`src/rtl/apb_sfr_bank_if.sv`:
```
// apbif: APB bus bundle with master and slave modports.
interface apbif #(parameter int PAW = 12, parameter int DW = 32);
  logic psel, penable, pwrite, pready, pslverr;
  logic [PAW-1:0] paddr;
  logic [DW-1:0] pwdata, prdata;
  logic [DW/8-1:0] pstrb;
  modport master (output psel, penable, pwrite, paddr, pwdata, pstrb, input prdata, pready, pslverr);
  modport slave (input psel, penable, pwrite, paddr, pwdata, pstrb, output prdata, pready, pslverr);
endinterface

```
`src/rtl/apb_sfr_bank.sv`:
```
// apb_sfr_bank: APB bank of CR/SR/FR/AR registers; APB_SFR_BANK_SLVERR_EN enables pslverr.
module apb_sfr_bank #(
  parameter logic [31:0] A = 'h0,
  parameter int AW = 12,
  parameter int DW = 32,
  parameter int NREG = 8,
  parameter logic [2*NREG-1:0] MODE = '0,
  parameter logic [NREG*DW-1:0] IV = '0,
  parameter logic [31:0] ARKEY = 32'h5a,
  parameter int RDWS = 0,
  parameter logic [NREG-1:0] FRIRQ = '1
) (
  input logic pclk,
  input logic reset,
  apbif.slave apbs,
  input logic sfrlock,
  input logic [NREG*DW-1:0] sr,
  input logic [NREG*DW-1:0] fr_set,
  output logic [NREG*DW-1:0] cr,
  output logic [NREG-1:0] ar_pulse,
  output logic irq
);
  localparam int NB = DW/8;
  logic [NREG-1:0][DW-1:0] cr_q, cr_d, fr_q, fr_d;
  logic [NREG-1:0] ar_q, ar_d, sel;
  logic irq_q, irq_d;
  logic [1:0] wcnt_q, wcnt_d;
  logic [AW-1:0] off;
  logic [DW-1:0] rval, clr;
  logic access, in_win, hit, done, wr_ok;
  always_comb begin
    off = apbs.paddr - AW'(A);
    in_win = 32'(off) < 32'(4*NREG);
    hit = in_win && off[1:0] == 2'b00;
    access = apbs.psel && apbs.penable;
    apbs.pready = reset || apbs.pwrite || !access || wcnt_q == 2'(RDWS);
    done = access && apbs.pready && !reset;
    wr_ok = done && apbs.pwrite && hit && !sfrlock;
    wcnt_d = (!apbs.psel || done) ? 2'd0 : access ? wcnt_q + 2'd1 : wcnt_q;
    sel = '0;
    rval = '0;
    clr = '0;
    cr_d = cr_q;
    fr_d = fr_q;
    ar_d = '0;
    irq_d = 1'b0;
    for (int i = 0; i < NREG; i++) begin
      sel[i] = hit && off == AW'(4*i);
      if (MODE[2*i +: 2] == 2'd0) begin
        rval = sel[i] ? cr_q[i] : rval;
        for (int b = 0; b < NB; b++)
          if (wr_ok && sel[i] && apbs.pstrb[b]) cr_d[i][8*b +: 8] = apbs.pwdata[8*b +: 8];
      end
      if (MODE[2*i +: 2] == 2'd1) rval = sel[i] ? sr[i*DW +: DW] : rval;
      // set wins over a simultaneous write-1-to-clear
      if (MODE[2*i +: 2] == 2'd2) begin
        rval = sel[i] ? fr_q[i] : rval;
        for (int b = 0; b < NB; b++)
          clr[8*b +: 8] = (wr_ok && sel[i] && apbs.pstrb[b]) ? apbs.pwdata[8*b +: 8] : 8'h00;
        fr_d[i] = (fr_q[i] & ~clr) | fr_set[i*DW +: DW];
      end
      if (MODE[2*i +: 2] == 2'd3) ar_d[i] = wr_ok && sel[i] && apbs.pwdata[DW-1:0] == ARKEY[DW-1:0];
      irq_d = irq_d | (FRIRQ[i] && |fr_q[i]);
    end
    apbs.prdata = (done && !apbs.pwrite) ? 32'(rval) : 32'h0;
  end
`ifdef APB_SFR_BANK_SLVERR_EN
  assign apbs.pslverr = done && in_win && (!hit || (apbs.pwrite && sfrlock));
`else
  assign apbs.pslverr = 1'b0;
`endif
  always_ff @(posedge pclk or posedge reset) begin
    if (reset) begin
      cr_q <= IV;
      fr_q <= '0;
      ar_q <= '0;
      irq_q <= 1'b0;
      wcnt_q <= 2'd0;
    end else begin
      cr_q <= cr_d;
      fr_q <= fr_d;
      ar_q <= ar_d;
      irq_q <= irq_d;
      wcnt_q <= wcnt_d;
    end
  end
  assign cr = cr_q;
  assign ar_pulse = ar_q;
  assign irq = irq_q;
endmodule

```
`src/flat_wrapper.sv`:
```
// flat-port wrapper written by rule: the top's interface ports become plain ports
module apb_sfr_bank_flat 
#(
  parameter logic [31:0] A = 'h0,
  parameter int AW = 12,
  parameter int DW = 32,
  parameter int NREG = 8,
  parameter logic [2*NREG-1:0] MODE = '0,
  parameter logic [NREG*DW-1:0] IV = '0,
  parameter logic [31:0] ARKEY = 32'h5a,
  parameter int RDWS = 0,
  parameter logic [NREG-1:0] FRIRQ = '1
)
  (pclk, reset, sfrlock, sr, fr_set, cr, ar_pulse, irq, apbs_psel, apbs_penable, apbs_pwrite, apbs_paddr, apbs_pwdata, apbs_pstrb, apbs_prdata, apbs_pready, apbs_pslverr);
  apbif #(.PAW(12), .DW(DW)) apbs_i ();
  input logic pclk;
  input logic reset;
  input logic sfrlock;
  input logic [NREG*DW-1:0] sr;
  input logic [NREG*DW-1:0] fr_set;
  output logic [NREG*DW-1:0] cr;
  output logic [NREG-1:0] ar_pulse;
  output logic irq;
  input wire logic [$bits(apbs_i.psel)-1:0] apbs_psel;
  input wire logic [$bits(apbs_i.penable)-1:0] apbs_penable;
  input wire logic [$bits(apbs_i.pwrite)-1:0] apbs_pwrite;
  input wire logic [$bits(apbs_i.paddr)-1:0] apbs_paddr;
  input wire logic [$bits(apbs_i.pwdata)-1:0] apbs_pwdata;
  input wire logic [$bits(apbs_i.pstrb)-1:0] apbs_pstrb;
  output wire logic [$bits(apbs_i.prdata)-1:0] apbs_prdata;
  output wire logic [$bits(apbs_i.pready)-1:0] apbs_pready;
  output wire logic [$bits(apbs_i.pslverr)-1:0] apbs_pslverr;
  assign apbs_i.psel = apbs_psel;
  assign apbs_i.penable = apbs_penable;
  assign apbs_i.pwrite = apbs_pwrite;
  assign apbs_i.paddr = apbs_paddr;
  assign apbs_i.pwdata = apbs_pwdata;
  assign apbs_i.pstrb = apbs_pstrb;
  assign apbs_prdata = apbs_i.prdata;
  assign apbs_pready = apbs_i.pready;
  assign apbs_pslverr = apbs_i.pslverr;
  apb_sfr_bank #(.A(A), .AW(AW), .DW(DW), .NREG(NREG), .MODE(MODE), .IV(IV), .ARKEY(ARKEY), .RDWS(RDWS), .FRIRQ(FRIRQ)) u_core (.pclk(pclk), .reset(reset), .apbs(apbs_i), .sfrlock(sfrlock), .sr(sr), .fr_set(fr_set), .cr(cr), .ar_pulse(ar_pulse), .irq(irq));
endmodule
```
`config.mk`:
```
export PLATFORM = sky130hd
export DESIGN_NAME = apb_sfr_bank_flat
export DESIGN_NICKNAME = d
export VERILOG_FILES = /design/src/rtl/apb_sfr_bank_if.sv /design/src/rtl/apb_sfr_bank.sv /design/src/flat_wrapper.sv
export SDC_FILE = /design/constraint.sdc
export NUM_CORES = 1
export LEC_CHECK = 0
export CAP_MARGIN = 20
export CORE_AREA = 2 2 337 339
export DETAILED_ROUTE_END_ITERATION = 10
export DIE_AREA = 0 0 339 341
export SETUP_SLACK_MARGIN = 0.05
export SLEW_MARGIN = 10
export SYNTH_ARGS = -nofsm -noshare
export SYNTH_HDL_FRONTEND = slang
export SYNTH_SLANG_ARGS = --single-unit
```
`constraint.sdc`:
```
create_clock -name pclk -period 19.7 [get_ports pclk]
set_input_delay 3.94 -clock pclk [delete_from_list [all_inputs] [get_ports pclk]]
set_output_delay 3.94 -clock pclk [all_outputs]
set_load 0.03 [all_outputs]
```
# [Word-level counts from Yosys, hierarchy flattened]
# Index checks and enable logic that the tools add are counted.
[totals] reg_bits=258 inputBits=566 output_inout_bits=299 elab_cells=122
[classes] addsub=1 magnitude_cmp=1 n_eq_ne=7 n_mux=11 reduce_logical=69
[ops] op="32-bit 2-to-1 mux" n=9
[ops] op="1-bit logical AND" n=56
[ops] op="12-bit by 5-bit equality test with 1-bit output, second input constant" n=4
[ops] op="12-bit by 4-bit equality test with 1-bit output, second input constant" n=2
[ops] op="12-bit by 3-bit equality test with 1-bit output, second input constant" n=1
[ops] op="12-bit zero test" n=1
[ops] op="12-bit by 6-bit < comparator with 1-bit output, second input constant" n=1
[ops] op="1-bit zero test" n=5
[ops] op="2-bit zero test" n=2
[ops] op="1-bit logical OR" n=4
[ops] op="2-bit 2-to-1 mux" n=2
[ops] op="2-bit by 1-bit adder with 2-bit output, second input constant" n=1
[ops] op="2-bit nonzero test" n=1

# [Depth between registers and ports, before layout]
# Gate-level depths: netlist of the first run.
[logic_depth] ltp_word=12 mapped_depth=6

# [Worst setup path before layout of the first run]
# No wires, ideal clock.
[synth_timing] path_kind="input-to-output" startpoint="input port apbs_paddr[3]" endpoint="output port apbs_prdata[23]" arrival_ns=6.480 required_ns=15.760 setup_slack_ns=9.280 path_stages=5 n_path_buf=3 path_cell_list="buf_2 > buf_1 > clkbuf_1 > mux4_2 > a2111oi_0"
[synth_between] elab_chain_cells=12 word_cells_on_any_way=27
[synth_lines] element="start, declared" line="flat_wrapper.sv:27" text="input wire logic [$bits(apbs_i.paddr)-1:0] apbs_paddr;"
[synth_lines] element="12-bit by 6-bit < comparator with 1-bit output" line="apb_sfr_bank.sv:33" text="in_win = 32'(off) < 32'(4*NREG);"
[synth_lines] element="1-bit logical AND" line="apb_sfr_bank.sv:34" text="hit = in_win && off[1:0] == 2'b00;"
[synth_lines] element="1-bit logical AND" line="apb_sfr_bank.sv:48" text="sel[i] = hit && off == AW'(4*i);"
[synth_lines] element="32-bit 2-to-1 mux (7 in a row)" line="apb_sfr_bank.sv:50" text="rval = sel[i] ? cr_q[i] : rval;"
[synth_lines] element="32-bit 2-to-1 mux (*)" line="apb_sfr_bank.sv:50"
[synth_lines] element="32-bit 2-to-1 mux (*)" line="apb_sfr_bank.sv:65" text="apbs.prdata = (done && !apbs.pwrite) ? 32'(rval) : 32'h0;"
[synth_lines] element="end, declared" line="flat_wrapper.sv:30" text="output wire logic [$bits(apbs_i.prdata)-1:0] apbs_prdata;"
# Mark *: on every way between the ends. The rest lies on a longest branch, timed or not.

# [Worst setup path after layout of the first run]
[layout_timing] startpoint="input port apbs_paddr[4]" endpoint="output port apbs_prdata[0]"
# Same word-level chain as after synthesis.

==> results.toml, run 1 <==
[run_status]
status = "finished clean"

[timing]
setup_violations = 0
drv_slew = 0
hold_viol_final = 0
rsz0062_at_grt = "false"
fin_ws_ns = 7.607
period_share_pct = 61.39
min_period_ns = 12.09
finalSetupTns_ns = 0
finClkSkew_ns = 0.00001915
timing.hold.ws_ns = 0.5317
max_freq_mhz = 82.69
relSlewSlack_pct = 34.53
worstMarginPinSlew_ns = 0.9574

[drt]
first_iter_violations = 580
vias_per_cell = 3.456
vias = 9633
postRouteAntennaNets = 0
wl_per_cell_um = 20.47
dr.pass1.iters = 4
routed_wl_um = 57050
drc = 0

[clocking]
h-tree-depth = 2
cts-buffers-inserted = 36
cts_sinks = 258
clock_path_buffers = 3
clkTransAtPathRegs_ns = 0.06
clock_latency_ns = 0.55
cts_setup_buffers = 0
cts_tree = "built"
cts_resized = 0
cts_hold_buf = 0
clock-root-buffer = "clkbuf_16"

[placement]
place.gp.congestion = 0.7574
portBuffers = 342
placed_area_um2 = 17400
dp_slack_ns = 7.623
hpwl_um = 41420

[pwr]
power_density_nw_per_um2 = 69.39
vdd_drop_max_mv = 0.03990
power_uw = 1293
leakage_uw = 0.007707

[cells_and_area]
drive_gt1_share_pct = 33.07
stdcell_area_um2 = 18630
fillers = 12400
final_cell_mix = "clkdlybuf4s50_1, mux2_2, dfrtp_1"
nets = 1829
mostFrequentLayoutCell = "clkdlybuf4s50_1"
area_growth_pct = 52.54

[setup_path]
worstPathRequired_ns = 15.76
critPathKind = "input port to primary output"
timing.critical_path.to = "apbs_prdata[0]"
regToRegSetupSlack_ns = 18.53
critPathMaxFanout = 57
crit_chain = "buf_4 -> buf_4 -> nand2b_4 -> o22ai_1 -> o21a_1 -> a2111oi_0 -> clkdlybuf4s50_1"
reg2reg_to = "u_core.wcnt_q[0]"
reg2reg_depth = 6
cp_num_cells = 7
crit_start = "apbs_paddr[4]"
cp_slowest_cell = "nand2b_4"
crit_path_start_kind = "input port"
crit_arrival_ns = 8.15
cpPeakStageDelay_ns = 0.86
end_kind = "primary output"
crit_family = "buffers and inverters"
crit_top_cell = "buf_4"
r2r_start = "u_core.wcnt_q[0]"
crit_buf_inv = 3

[synth]
synth_flop_cell = "dfrtp_1"
synthArstFlopShare_pct = 100.0
yosysWarnings = 0
ys_seq_area_share_pct = 52.87
synth-xor-area-share_pct = 0
syn-instance-count = 920
synth_seq_cells = 258
synth_edf_count = 0
synth_area_per_cell_um2 = 13.27
synth_compound_area_share_pct = 10.41
yosysUniqueCellTypes = 41
synthMuxAreaShare_pct = 28.75
synthSimpleGateAreaFrac_pct = 5.533
synth_top_family_by_area = "multiplexers"
synthAdderAreaFrac_pct = 0.1025
netlist_area_um2 = 12210

[job]
cap_violations = 0

[floorplanning]
dieWidth_um = 339
die_h_um = 341
start_util_pct = 10.91
placementRows = 123
die_area_um2 = 115600
coreArea_um2 = 111900
io_pins = 865

[global_routing]
grt_pass1_wl_um = 78950
grt_start_max_net_pins = 131
grt_pass1_vias = 9930
overflow = 0
track_usage_pct = 9.561
antenna_found_initial = 6

[min_path]
hold_path_class = "register to register"
report_power, final:
| group | switching, µW | leakage [µW] | total (µW) | internal [µW] |
|---|---|---|---|---|
| Sequential | 0.137 | 0.00361 | 531 | 530 |
| Combinational | 51.9 | 0.00350 | 75.8 | 23.9 |
| Clock | 265 | 0.000604 | 686 | 421 |
| Total | 317 | 0.00771 | 1290 | 976 |
sequential cells by signal, indices dropped and copies added, names as in the netlist:
register	count
u_core.wcnt_q	2
u_core.cr	256
through the flow:
stage | utilization (%) | instances
finish | 16.65 | 2787
CTS | 16.64 | 2785
floorplan | - | 929
global placement | 15.55 | 2724
detailed placement | 15.55 | 2724
global route | 16.64 | 2785
worst min path at each step:
stage	from	end	slack (ns)	cells after the start
after floorplan	u_core.wcnt_q[1]	u_core.wcnt_q[1]	0.60	3
after global placement	u_core.cr[25]	u_core.cr[25]	0.51	1
after detailed placement	u_core.cr[145]	u_core.cr[145]	0.52	1
after CTS	u_core.cr[145]	u_core.cr[145]	0.53	1
after global routing	u_core.cr[75]	u_core.cr[75]	0.55	1
final	u_core.cr[50]	u_core.cr[50]	0.53	1
worst register-to-register path: cells and delay by family, from the launching register on:
kind	cells	cell delay, ns
AO/OA/AOI/OAI	2	0.18
AND/OR/NAND/NOR	2	0.24
buffers and inverters	1	0.08
adder cells (fa/ha/maj)	1	0.20
flip-flops	1	0.36
logic make-up (layout without fill, tap and decap cells):
logic type / after synthesis / in the layout
muxes: 311 / 311
DFF: 258 / 258
AOI/OAI and AO/OA: 170 / 170
and+or+nand+nor: 118 / 118
buffers and inverters: 61 / 417
adders and majority gates: 1 / 1
other: 1 / 12
Yosys cell counts, types with 7 or more instances:
| library cell | instances | area share (%) |
|---|---|---|
| a2111oi_0 | 32 | 2.3 |
| and2_1 | 8 | 0.41 |
| buf_2 | 9 | 0.37 |
| buf_4 | 11 | 0.68 |
| clkbuf_1 | 32 | 0.98 |
| dfrtp_1 | 258 | 53 |
| mux2_2 | 308 | 28 |
| nand3_1 | 7 | 0.29 |
| nand4_1 | 7 | 0.36 |
| nor2_1 | 36 | 1.1 |
| nor2_2 | 29 | 1.5 |
| nor2b_1 | 7 | 0.36 |
| o21a_1 | 26 | 1.6 |
| o21ai_0 | 7 | 0.29 |
| o221ai_1 | 26 | 1.9 |
| o22ai_1 | 58 | 3.0 |
layout make-up:
| cell class | instances | area [µm²] | area share, % |
|---|---|---|---|
| inverters | 3 | 18.77 | 0.1008 |
| multi-input cells | 610 | 5534 | 29.71 |
| well taps | 1500 | 1877 | 10.08 |
| clock inverters | 17 | 245.2 | 1.316 |
| flip-flops and latches | 258 | 6456 | 34.66 |
| clock buffers | 44 | 980.9 | 5.266 |
| diodes | 2 | 5.005 | 0.02687 |
| repair buffers | 353 | 3511 | 18.85 |
layer usage:
metal	vias to the layer above	GRT usage [%]	routed length [µm]
met5	-	0	58
met4	8	2.222	952
met3	68	3.632	4789
met2	376	14.54	24990
met1	4983	12.72	26260
li1	4198	-	-
(Power assumes the default switching activity.)
==> run 2, diff against run 1 <==
Settings changed: CORE_AREA 2 2 337 339 to 2 2 336 338, DIE_AREA 0 0 339 341 to 0 0 338 340.
Clock period 19.7 ns to 10.2 ns, I/O delays scaled along.
==> run 2 against run 1 <==
Net effect: final area decreased by 0.28%; via count increased by 1.3%; power up 87%; combinational power grew 91%; clock power is 82% higher; register-to-register slack worse by 9.8 ns; first-iteration DRC count decreased by 18%; setup slack worse by 5.6 ns; wire length decreased by 1.7%; cell count up 0.22%; critical path depth is 1 lower; largest cell class unchanged.
==> results.toml, run 2 (same netlist as run 1, synthesis figures left out) <==
[run_status]
status = "finished clean"

[setup_path]
cpPeakStageDelay_ns = 1.15
cp_slowest_cell = "a2111oi_0"
crit_chain = "clkdlybuf4s50_1 -> nor4bb_2 -> and3_1 -> nand3_2 -> a2111oi_0 -> clkdlybuf4s50_1"
critPathKind = "input port to primary output"
reg2reg_depth = 6
crit_path_start_kind = "input port"
crit_arrival_ns = 6.14
worstPathRequired_ns = 8.16
crit_family = "simple AND/OR/NAND/NOR gates"
crit_buf_inv = 2
crit_top_cell = "clkdlybuf4s50_1"
cp_num_cells = 6
end_kind = "primary output"
critPathMaxFanout = 10

[global_routing]
grt_start_max_net_pins = 79
overflow = 0
grt_pass1_vias = 10060
grt_pass1_wl_um = 78400
track_usage_pct = 9.547
antenna_found_initial = 3

[pwr]
clockPowerShare_pct = 51.6
p_int_uw = 1794
leakage_uw = 0.007669
swShare_pct = 25.78
switchingPower_uw = 623.2
vdd_drop_max_mv = 0.1102
power_density_nw_per_um2 = 130.1
power_frac_seq_pct = 42.4
pwr-share-comb_pct = 6.0
power_uw = 2418

[floorplanning]
placementRows = 123
die_h_um = 340
die_area_um2 = 114900
coreArea_um2 = 111600
dieWidth_um = 338
start_util_pct = 10.94
io_pins = 865

[placement]
hpwl_um = 40770
portBuffers = 342
place.gp.congestion = 0.7709

[timing]
hold_viol_final = 0
relSlewSlack_pct = 15.70
setup_violations = 0
worstMarginPinSlew_ns = 1.233
max_freq_mhz = 122.3
period_share_pct = 80.15
timing.hold.ws_ns = 0.5335
rsz0062_at_grt = "false"
drv_slew = 0
min_period_ns = 8.175
finalSetupTns_ns = 0
finClkSkew_ns = 0.0001887

[min_path]
holdPathStages = 1
hold_path_class = "register to register"

[cells_and_area]
largest_register_ffs = 256
drive_gt1_share_pct = 33.00
area_growth_pct = 52.12
utilization_pct = 16.65
mostFrequentLayoutCell = "clkdlybuf4s50_1"
nets = 1831
final_cell_mix = "clkdlybuf4s50_1, mux2_2, dfrtp_1"

[clocking]
h-tree-depth = 2
cts_tree = "built"
clock_latency_ns = 0.57
cts_resized = 0
cts_setup_buffers = 0
clock-root-buffer = "clkbuf_16"
cts_sinks = 258
clkTransAtPathRegs_ns = 0.06
cts-buffers-inserted = 37
cts_hold_buf = 0
clock_path_buffers = 3

[drt]
wl_per_cell_um = 20.08
drc = 0
dr.pass1.iters = 5
vias_per_cell = 3.494
routed_wl_um = 56100
vias = 9760
first_iter_violations = 475
postRouteAntennaNets = 0

[job]
cap_violations = 0
## run 2: area by class of cell
| type | instances | area (µm²) |
|---|---|---|
| Inverter | 3 | 18.77 |
| Clock buffer | 52 | 1042 |
| Clock inverter | 14 | 131.4 |
| Tap cell | 1500 | 1877 |
| Multi-Input combinational cell | 610 | 5540 |
| Fill cell | 12360 | 93000 |
| Sequential cell | 258 | 6456 |
| Timing Repair Buffer | 354 | 3506 |
| Antenna cell | 2 | 5.005 |
## run 2: final timing paths
kind / from / end / slack, ns
max in group asynchronous: reset / u_core.cr[182] / 6.12
min in group asynchronous: reset / u_core.wcnt_q[1] / 2.00
max reg2reg: u_core.wcnt_q[0] / u_core.wcnt_q[0] / 8.76
min reg2reg: u_core.cr[50] / u_core.cr[50] / 0.53
max: reset / apbs_prdata[31] / 2.02
min: u_core.cr[50] / u_core.cr[50] / 0.53
## run 2: per-stage QoR
stage / cells / cell area (µm²) / setup WS [ns]
floorplan: 929 / 12250 / 1.062
global placement: 2725 / 17400 / 2.097
detailed placement: 2725 / 17400 / 2.097
CTS: 2791 / 18570 / 2.102
global route: 2791 / 18570 / 2.077
finish: 2793 / 18580 / 2.025
## run 2: power by group through the flow
stage | Combinational, µW | Sequential [µW] | Clock [µW]
detailed placement | 147 | 1040 | 0
floorplan | 76.8 | 1040 | 0
CTS | 147 | 1020 | 1300
global route | 159 | 1020 | 1330
finish | 145 | 1020 | 1250
global placement | 147 | 1040 | 0
## run 2: metal layers
metal / vias up / routed length [µm] / share of wire (%) / global-route usage, %
li1: 4199 / - / - / -
met1: 5041 / 25530 / 46 / 12.79
met2: 448 / 24180 / 43 / 14.16
met3: 72 / 5214 / 9.3 / 3.686
met4: 0 / 1168 / 2.1 / 2.648
met5: - / 0 / 0 / 0
